## config.mk

```make
export PLATFORM = sky130hd
export DESIGN_NAME = uart_program_loader
export DESIGN_NICKNAME = d
export VERILOG_FILES = /design/src/rtl/uart_program_loader.sv
export SDC_FILE = /design/constraint.sdc
export NUM_CORES = 1
export LEC_CHECK = 0
export ABC_AREA = 1
export BUFFER_PORTS_ARGS = -buffer_cell sky130_fd_sc_hd__clkbuf_2
export CORE_MARGIN = 5
export CORE_UTILIZATION = 56
export CTS_CLUSTER_SIZE = 12
export DETAILED_ROUTE_END_ITERATION = 8
export GPL_TIMING_DRIVEN = 1
export PLACE_DENSITY = 0.88
export SLEW_MARGIN = 40
export SYNTH_ARGS = -nofsm -noshare
export SYNTH_HDL_FRONTEND = slang
export SYNTH_SLANG_ARGS = --single-unit
```

## constraint.sdc

```tcl
create_clock -name clk -period 7.6 [get_ports clk]
set_clock_uncertainty 0.1 [all_clocks]
set_input_delay 0 -clock clk [delete_from_list [all_inputs] [get_ports clk]]
set_output_delay 0 -clock clk [all_outputs]
set_load 0.01 [all_outputs]
```

## src/rtl/uart_program_loader.sv

```systemverilog
// uart_program_loader
//
// Assembles a program image received over UART and writes it into memory through
// the back-door port. The frame is a 4-byte little-endian word count N, then N
// little-endian 32-bit words. When the whole image has been written, UartOver is
// raised and stays high, which releases the CPU from reset. A malformed frame
// (N > MAX_WORDS, or a bad checksum) raises the sticky LoadError instead.
//
// Optional feature: define UART_LOADER_CHECKSUM_EN to expect one trailing checksum
// byte. It must equal the XOR of every preceding frame byte (header and data).
//
// Parameters:
//   BASE_ADDR    byte address of the first loaded word
//   MAX_WORDS    largest accepted word count N
//
// Ports:
//   clk          system clock
//   reset        asynchronous active-high reset
//   RxByte       received byte, qualified by RxValid
//   RxValid      one-cycle strobe per received byte
//   UartData     assembled word for memory port B
//   UartAddress  byte address of UartData
//   UartWriteEn  one-cycle write strobe
//   UartOver     load complete (sticky until reset)
//   LoadError    frame error (sticky until reset)
//   WordCount    words written so far, saturating at 16'hFFFF

module uart_program_loader #(
  parameter logic [31:0] BASE_ADDR = 32'h0000_0000,
  parameter int unsigned MAX_WORDS = 16384
) (
  input  logic        clk,
  input  logic        reset,
  input  logic [7:0]  RxByte,
  input  logic        RxValid,
  output logic [31:0] UartData,
  output logic [31:0] UartAddress,
  output logic        UartWriteEn,
  output logic        UartOver,
  output logic        LoadError,
  output logic [15:0] WordCount
);

  localparam logic [2:0] StHeader = 3'd0;
  localparam logic [2:0] StData   = 3'd1;
  localparam logic [2:0] StDone   = 3'd2;
  localparam logic [2:0] StError  = 3'd3;
`ifdef UART_LOADER_CHECKSUM_EN
  localparam logic [2:0] StCheck  = 3'd4;
  // The image is only complete once the checksum byte has been verified.
  localparam logic [2:0] StFinish = StCheck;
`else
  localparam logic [2:0] StFinish = StDone;
`endif

  logic [2:0]  state_q, state_d;
  logic [1:0]  idx_q, idx_d;
  logic [23:0] shift_q, shift_d;   // lower three bytes of the word being assembled
  logic [31:0] n_q, n_d;
  logic [31:0] words_q, words_d;   // full-width count drives termination and address
  logic [31:0] data_q, data_d;
  logic [31:0] addr_q, addr_d;
  logic        we_q, we_d;
  logic        over_q, over_d;
  logic        err_q, err_d;
  logic [7:0]  xor_q, xor_d;

  logic        accept;
  logic        last_byte;
  logic [31:0] full_word;
  logic [31:0] words_inc;

  always_comb begin
    accept = 1'b0;
    if (RxValid) begin
      case (state_q)
        StHeader, StData: accept = 1'b1;
`ifdef UART_LOADER_CHECKSUM_EN
        StCheck:          accept = 1'b1;
`endif
        default:          accept = 1'b0;
      endcase
    end
  end

  assign last_byte = (idx_q == 2'd3);
  assign full_word = {RxByte, shift_q};
  assign words_inc = words_q + 32'd1;

  always_comb begin
    state_d = state_q;
    idx_d   = idx_q;
    shift_d = shift_q;
    n_d     = n_q;
    words_d = words_q;
    data_d  = data_q;
    addr_d  = addr_q;
    we_d    = 1'b0;
    xor_d   = xor_q;

    if (accept) begin
      xor_d = xor_q ^ RxByte;
      // Two-bit index wraps 3 -> 0 on its own at the end of every word.
      idx_d = idx_q + 2'd1;
      case (idx_q)
        2'd0:    shift_d[7:0]   = RxByte;
        2'd1:    shift_d[15:8]  = RxByte;
        2'd2:    shift_d[23:16] = RxByte;
        default: shift_d        = shift_q;
      endcase
    end

    case (state_q)
      StHeader: begin
        if (accept && last_byte) begin
          n_d = full_word;
          if (full_word == 32'd0) begin
            state_d = StFinish;
          end else if (full_word > 32'(MAX_WORDS)) begin
            state_d = StError;
          end else begin
            state_d = StData;
          end
        end
      end
      StData: begin
        if (accept && last_byte) begin
          data_d  = full_word;
          addr_d  = BASE_ADDR + (words_q << 2);
          we_d    = 1'b1;
          words_d = words_inc;
          if (words_inc == n_q) begin
            state_d = StFinish;
          end
        end
      end
`ifdef UART_LOADER_CHECKSUM_EN
      StCheck: begin
        if (accept) begin
          idx_d   = 2'd0;
          // xor_q holds every frame byte before the checksum byte itself.
          state_d = (RxByte == xor_q) ? StDone : StError;
        end
      end
`endif
      default: begin
        state_d = state_q;
      end
    endcase
  end

  // UartOver is held back while the final write strobe is in flight, so it rises
  // the cycle after that strobe; with no final write it rises on entry to StDone.
  assign over_d = over_q | ((state_d == StDone) && !we_d);
  assign err_d  = err_q | (state_d == StError);

  always_ff @(posedge clk or posedge reset) begin
    if (reset) begin
      state_q <= StHeader;
      idx_q   <= 2'd0;
      shift_q <= 24'd0;
      n_q     <= 32'd0;
      words_q <= 32'd0;
      data_q  <= 32'd0;
      addr_q  <= BASE_ADDR;
      we_q    <= 1'b0;
      over_q  <= 1'b0;
      err_q   <= 1'b0;
      xor_q   <= 8'd0;
    end else begin
      state_q <= state_d;
      idx_q   <= idx_d;
      shift_q <= shift_d;
      n_q     <= n_d;
      words_q <= words_d;
      data_q  <= data_d;
      addr_q  <= addr_d;
      we_q    <= we_d;
      over_q  <= over_d;
      err_q   <= err_d;
      xor_q   <= xor_d;
    end
  end

  assign UartData    = data_q;
  assign UartAddress = addr_q;
  assign UartWriteEn = we_q;
  assign UartOver    = over_q;
  assign LoadError   = err_q;
  assign WordCount   = (words_q > 32'h0000_FFFF) ? 16'hFFFF : words_q[15:0];

endmodule

```

==> reports/metrics.csv, run 1 <==
stage,metric,value,unit
global_routing,initial antenna violation count,0,
placement,HPWL Detailed,14330,um
run_status,status,completed,
sta,endpoints failing hold,0,
floorplan,I/O Pins,94,
sta,worst slew pin tran,0.7280,ns
clock_tree,CTS tree,built,
floorplan,Row Count,43,
power_and_ir_drop,Psw,0.0003673,W
sta,Setup Viol. Count Final,0,
power_and_ir_drop,sequential share of power,49.1,%
cells_and_area,nets,1135,
power_and_ir_drop,Net Sw Frac,21.45,%
sta,Fmax,0.3565,GHz
setup_path,CP Data Required Time,7.78,ns
sta,min cycle time layout,2.805,ns
cells_and_area,P&R area growth vs syn,16.81,%
setup_path,Crit Path Category,reg -> reg,
global_routing,first-pass GRT wire length,33680,um
drt,met2 routed WL,9313,um
worst_hold_path,hold crit path type,in -> async,
yosys,Post-synth EDFFs,0,
clock_tree,clk_lat worst skew,0.44,ns
clock_tree,# H-tree levels,4,
placement,IO Port Bufs,91,
global_routing,vias in the first global route,6822,
drt,wl on met1,8863,um
yosys,#FFs+latches synth,158,
flow_run,number of max-cap violations,0,
power_and_ir_drop,VDD IR-drop max,0.1453,mV
power_and_ir_drop,clock share of power,49.1,%
power_and_ir_drop,Leakage,4.685,nW
floorplan,Die H,128.0,um
sta,Final Slew Violations,0,
setup_path,CP Capture Type,flip-flop,
floorplan,Starting Density,56.60,%
drt,DR DRC count,0,
floorplan,core area,13770,um^2
setup_path,"Arr. time, crit path",2.98,ns
sta,worst setup margin,4.795,ns
drt,Wirelength per Cell,15.31,um
sta,RSZ-0062 raised after global routing,false,
yosys,top cell type's share of synthesized area,50.72,%
yosys,syn avg cell area,7.597,um^2
setup_path,critical-path maximum fanout,84,
sta,slew margin rel.,51.47,%
yosys,top-count cell post-synth,nand2_1,
power_and_ir_drop,pwr dens,188.1,nW/um^2
floorplan,die area,16380,um^2
drt,Via-to-Cell Ratio,5.404,
yosys,cell count after synthesis,1026,
drt,Antenna Violating Nets Remaining,0,
placement,Place WS,4.859,ns
clock_tree,post-CTS setup buffer count,0,
power_and_ir_drop,internal power,0.001345,W
clock_tree,cts bufs inserted,17,
cells_and_area,n_diodes,0,
clock_tree,Root Driver,clkbuf_16,
setup_path,Worst Setup Start Kind,flip-flop,
yosys,leading cell types by total area after synthesis,"dfrtp_1 51%, nand2_1 19%, o21ai_0 8.4%, nand3_1 5.7%, inv_1 4.9%",
yosys,Yosys cell types,29,
drt,WL met3,1435,um
placement,routability cong.,0.9550,
clock_tree,post-cts gate resize count,0,
global_routing,pin count of the biggest net entering global routing,90,
power_and_ir_drop,power share of the combinational group,1.8,%
cells_and_area,share of layout cells above drive strength 1,14.68,%
clock_tree,CTS Hold Bufs,10,
clock_tree,clk slew on worst S/H paths,0.06,ns
yosys,Synth Flop Type,dfrtp_1,
yosys,Post-synth top cells,"388 x nand2_1, 158 x dfrtp_1, 131 x o21ai_0",
sta,part of the cycle the worst path needs,36.90,%
global_routing,Total GRT Usage,26.00,%
yosys,"Seq/Total Area, Yosys",50.72,%
yosys,"area leader, netlist",dfrtp_1,
drt,vias,7085,
drt,Initial DRC Count,767,
drt,top layer in use,met4,
drt,DRT Wirelength,20070,um
global_routing,GRT overflow,0,
yosys,synth warn,0,
yosys,synthesized area,7795,um^2
clock_tree,CTS max path bufs,2,
floorplan,Die X,128.0,um
sta,setup TNS,0,ns
drt,DRT Pass-1 Iters,5,
clock_tree,CTS sink count,158,
yosys,"Async S/R FF share, synth",100.0,%
[power groups by stage]
stage                     Combinational, W  Clock (W)  Sequential (W)
after floorplan                  0.0000156          0        0.000857
after global placement           0.0000266          0        0.000857
after detailed placement         0.0000269          0        0.000857
after CTS                        0.0000311   0.000850        0.000841
after global routing             0.0000350   0.000893        0.000841
final                            0.0000302   0.000841        0.000841
[cells by family after synthesis]
kind of cell / after synthesis / synth area share, %
simple gates: 584 / 32.07
flops: 158 / 50.72
buf+inv: 138 / 6.870
compound gates: 134 / 8.636
xor+xnor: 6 / 0.8507
fa+ha+maj: 5 / 0.8026
other cells: 1 / 0.04811
[layout by cell type (no fill, tap or decap), drive strengths merged]
master       Yosys  final
a22oi            1      1
clkbuf          31    112
buf              2      5
or2              1      1
a21oi            1      1
nor4             4      4
o21ai          132    132
and2             2      2
nand2          398    398
dfrtp          158    158
nand4           11     11
clkinv           0      6
inv            105    104
nor3             1      1
clkinvlp         0      3
bufinv           0      2
nand3           90     90
xnor3            1      1
nor2            76     76
ha               5      5
or2b             1      1
dlygate4sd3      0     10
xor2             5      5
conb             1      2
[metal layers]
metal / up-vias / track usage [%]
met3: 41 / 5.208
li1: 3431 / -
met5: - / 0
met2: 266 / 40.73
met1: 3347 / 36.32
met4: 0 / 9.176
[flip-flops by register name (all words and copies together) (netlist names)]
signal / cells
idx_q: 2
UartWriteEn: 1
UartData: 32
shift_q: 24
words_q: 32
UartAddress: 30
LoadError: 1
n_q: 32
state_q: 3
UartOver: 1
[stage by stage]
step	power (W)	std cells	cell area, um^2	hold WS, ns	utilization (%)
finish	0.001712	1311	9105	0.09034	66.11
floorplan	0.0008724	1027	7799	0.02095	-
global placement	0.0008832	1269	8396	0.09621	60.96
CTS	0.001723	1311	9102	0.2012	66.09
detailed placement	0.0008835	1270	8427	0.1056	61.18
global route	0.001769	1311	9105	0.1829	66.11
[area by class of cell]
cell class | instances | area [um^2]
multi-input combinational | 731 | 3331
timing repair buffer | 106 | 616.8
fill | 1168 | 4668
clock inverter | 10 | 115.1
sequential | 158 | 3954
tap | 180 | 225.2
inverter | 105 | 402.9
clock buffer | 21 | 460.4
[path summary, 6_finish.rpt]
check / end / start / slack [ns] / depth (start not counted)
setup / recovery: UartAddress[18] / state_q[2] / 4.80 / 7
hold / removal: UartWriteEn / reset / 0.09 / 3
setup reg to reg: UartAddress[18] / state_q[2] / 4.80 / 7
hold reg to reg: state_q[2] / state_q[2] / 0.34 / 0
max in group asynchronous: UartAddress[29] / reset / 6.29 / 4
min in group clk: n_q[29] / RxByte[5] / 0.24 / 4
[worst max-delay path: stages, from the launching register on]
cell	delay (ns)
dfrtp_1	0.41
nor2_1	0.20
nand3_1	0.31
nor2_4	0.23
clkinv_2	0.52
buf_4	0.57
nand2_1	0.15
o21ai_0	0.10
No activity file was read; power rests on OpenSTA's default activity.
==> run 2, diff against run 1 <==
clock period = 2.6 ns   (was 7.6 ns; I/O delays follow)
==> run 2 against run 1 <==
Net effect:
- core utilization rose by 2.6 points
- critical path depth grew 11
- flip-flop and latch count did not move
- highest routed layer unchanged
- via count is 2.7% higher
- die area did not move
- clock-buffer cell count down 2
- sequential share of layout area decreased by 1.6 points
- final cell count rose by 1.6%
- routed wire length rose by 7.7%
- clock power grew to 3.2 times the previous value
==> reports/metrics.csv, run 2 (same netlist as run 1, synthesis figures left out) <==
stage,metric,value,unit,change
drt,DR DRC count,0,,unchanged
sta,Final Slew Violations,0,,unchanged
global_routing,vias in the first global route,6968,,+2.1%
run_status,status,completed,,
power_and_ir_drop,Leakage,4.894,nW,+4.5%
power_and_ir_drop,VDD IR-drop max,0.4089,mV,+180%
drt,DRT Wirelength,21620,um,+7.7%
clock_tree,cts bufs inserted,17,,unchanged
sta,endpoints failing hold,0,,unchanged
floorplan,die area,16380,um^2,unchanged
power_and_ir_drop,pwr dens,553.9,nW/um^2,+190%
clock_tree,clk_lat worst skew,0.44,ns,about the same
cells_and_area,P&R area growth vs syn,21.38,%,
clock_tree,CTS max path bufs,2,,unchanged
clock_tree,CTS tree,built,,
floorplan,Row Count,43,,unchanged
setup_path,Crit Path Category,reg -> reg,,
cells_and_area,sequential cell area,3958,um^2,about the same
worst_hold_path,hold crit path type,in -> async,,
sta,min cycle time layout,2.522,ns,-0.2830 ns
flow_run,number of max-cap violations,0,,unchanged
setup_path,Worst Setup Start Kind,flip-flop,,
clock_tree,Root Driver,clkbuf_16,,
drt,DRT Pass-1 Iters,6,,+1
cells_and_area,Util after Layout,68.70,%,+2.6 points
setup_path,CP Capture Type,flip-flop,,
sta,Fmax,0.3965,GHz,+11%
floorplan,I/O Pins,94,,unchanged
power_and_ir_drop,Power Total,0.005241,W,+210%
drt,vias,7274,,+2.7%
sta,RSZ-0062 raised after global routing,true,,
drt,Via-to-Cell Ratio,5.461,,+1.0%
cells_and_area,nets,1155,,+1.8%
floorplan,core area,13770,um^2,unchanged
global_routing,pin count of the biggest net entering global routing,134,,+49%
global_routing,Total GRT Usage,27.10,%,+1.1 points
floorplan,Die H,128.0,um,unchanged
global_routing,initial antenna violation count,1,,+1
cells_and_area,Fillers,1085,,-7.1%
global_routing,GRT overflow,0,,unchanged
drt,Antenna Violating Nets Remaining,0,,unchanged
drt,Initial DRC Count,994,,+30%
placement,HPWL Detailed,15060,um,+5.1%
setup_path,critical-path maximum fanout,6,,-93%
clock_tree,CTS sink count,158,,unchanged
drt,Wirelength per Cell,16.23,um,+6.0%
cells_and_area,"leading cell types in the layout, fill and taps excluded","384 x nand2_1, 155 x dfrtp_1, 131 x o21ai_0",,
global_routing,first-pass GRT wire length,34800,um,+3.3%
floorplan,Starting Density,56.60,%,unchanged
cells_and_area,share of layout cells above drive strength 1,17.46,%,+2.8 points
setup_path,CP Data Required Time,2.88,ns,-4.90 ns
setup_path,"Arr. time, crit path",2.80,ns,-0.18 ns
floorplan,Die X,128.0,um,unchanged
clock_tree,# H-tree levels,4,,unchanged
cells_and_area,"commonest non-fill, non-tap cell in the layout",nand2_1,,
sta,Setup Viol. Count Final,0,,unchanged
clock_tree,clk slew on worst S/H paths,0.06,ns,about the same
placement,IO Port Bufs,91,,unchanged
placement,routability cong.,0.9476,,-0.77%
sta,part of the cycle the worst path needs,96.99,%,+60 points
cells_and_area,area occupied by multi-input gates,3403,um^2,+2.2%
==> run 2: cell count changes in the layout (fill, tap and decap cells not counted), sizes merged <==
cell and delta:
inv +2, buf +20, diode +1, bufinv +2, clkbuf -2, clkinvlp -2
==> run 2: power by group <==
group	internal [W]	leakage [nW]	total (W)	switching [W]
Combinational	0.0000320	2.64	0.000107	0.0000746
Clock	0.00166	0.314	0.00268	0.00102
Sequential	0.00246	1.94	0.00246	0
Total	0.00415	4.89	0.00524	0.00109
==> run 2: critical path, stage by stage (launching register included) <==
cell	delay, ns
dfrtp_1	0.42
buf_4	0.13
nand2_1	0.08
nor2_4	0.19
nand2_4	0.12
nor2_4	0.18
buf_12	0.12
nand3_1	0.09
nand3_1	0.10
nand2_1	0.07
nor2_1	0.16
nand2_1	0.09
nor2_2	0.09
nand3_2	0.09
nand2_2	0.11
nand2_2	0.09
nor2_2	0.11
nand2_1	0.06
nand2_1	0.05
==> run 2: final timing paths <==
path | startpoint | endpoint | slack (ns) | depth (start not counted)
min in group clk | RxByte[6] | n_q[30] | 0.26 | 4
worst max-delay path | words_q[1] | UartOver | 0.08 | 18
max in group asynchronous | reset | words_q[9] | 1.71 | 5
worst min-delay path | reset | UartData[7] | 0.007 | 3
worst max register to register | words_q[1] | UartOver | 0.08 | 18
worst min register to register | state_q[2] | state_q[2] | 0.37 | 0
==> run 2: repair_timing <==
action | in CTS | in global routing
hold buffers | 10 | 0
buffers inserted | 0 | 13
setup endpoints to repair | 0 | 4
hold endpoints to repair | 192 | 0
gates resized for setup | 0 | 21
==> run 2: area by class of cell <==
| cell class | count | area share [%] |
|---|---|---|
| Sequential cell | 158 | 41.83 |
| Multi-Input combinational cell | 731 | 35.97 |
| Timing Repair Buffer | 126 | 8.860 |
| Clock buffer | 19 | 4.787 |
| Inverter | 105 | 4.218 |
| Tap cell | 180 | 2.380 |
| Clock inverter | 12 | 1.931 |
| Antenna cell | 1 | 0.02645 |
==> run 2: layer usage <==
| metal | routed length (um) | track usage [%] | up-vias |
|---|---|---|---|
| li1 | - | - | 3469 |
| met1 | 8991 | 36.64 | 3359 |
| met2 | 9933 | 43.13 | 373 |
| met3 | 1874 | 4.708 | 73 |
| met4 | 819 | 12.05 | 0 |
| met5 | 0 | 0 | - |
==> run 2: metrics by stage <==
step	TNS (ns)	instance area, um^2	hold slack [ns]	instances	setup WS, ns
floorplan	0	7802	0.02095	1027	0.4717
global placement	0	8504	0.09274	1276	0.1735
detailed placement	0	8532	-0.08533	1277	0.07616
CTS	0	9268	0.01456	1318	0.04423
global route	-0.07473	9459	0.05347	1331	-0.04519
finish	0	9462	0.007425	1332	0.07823
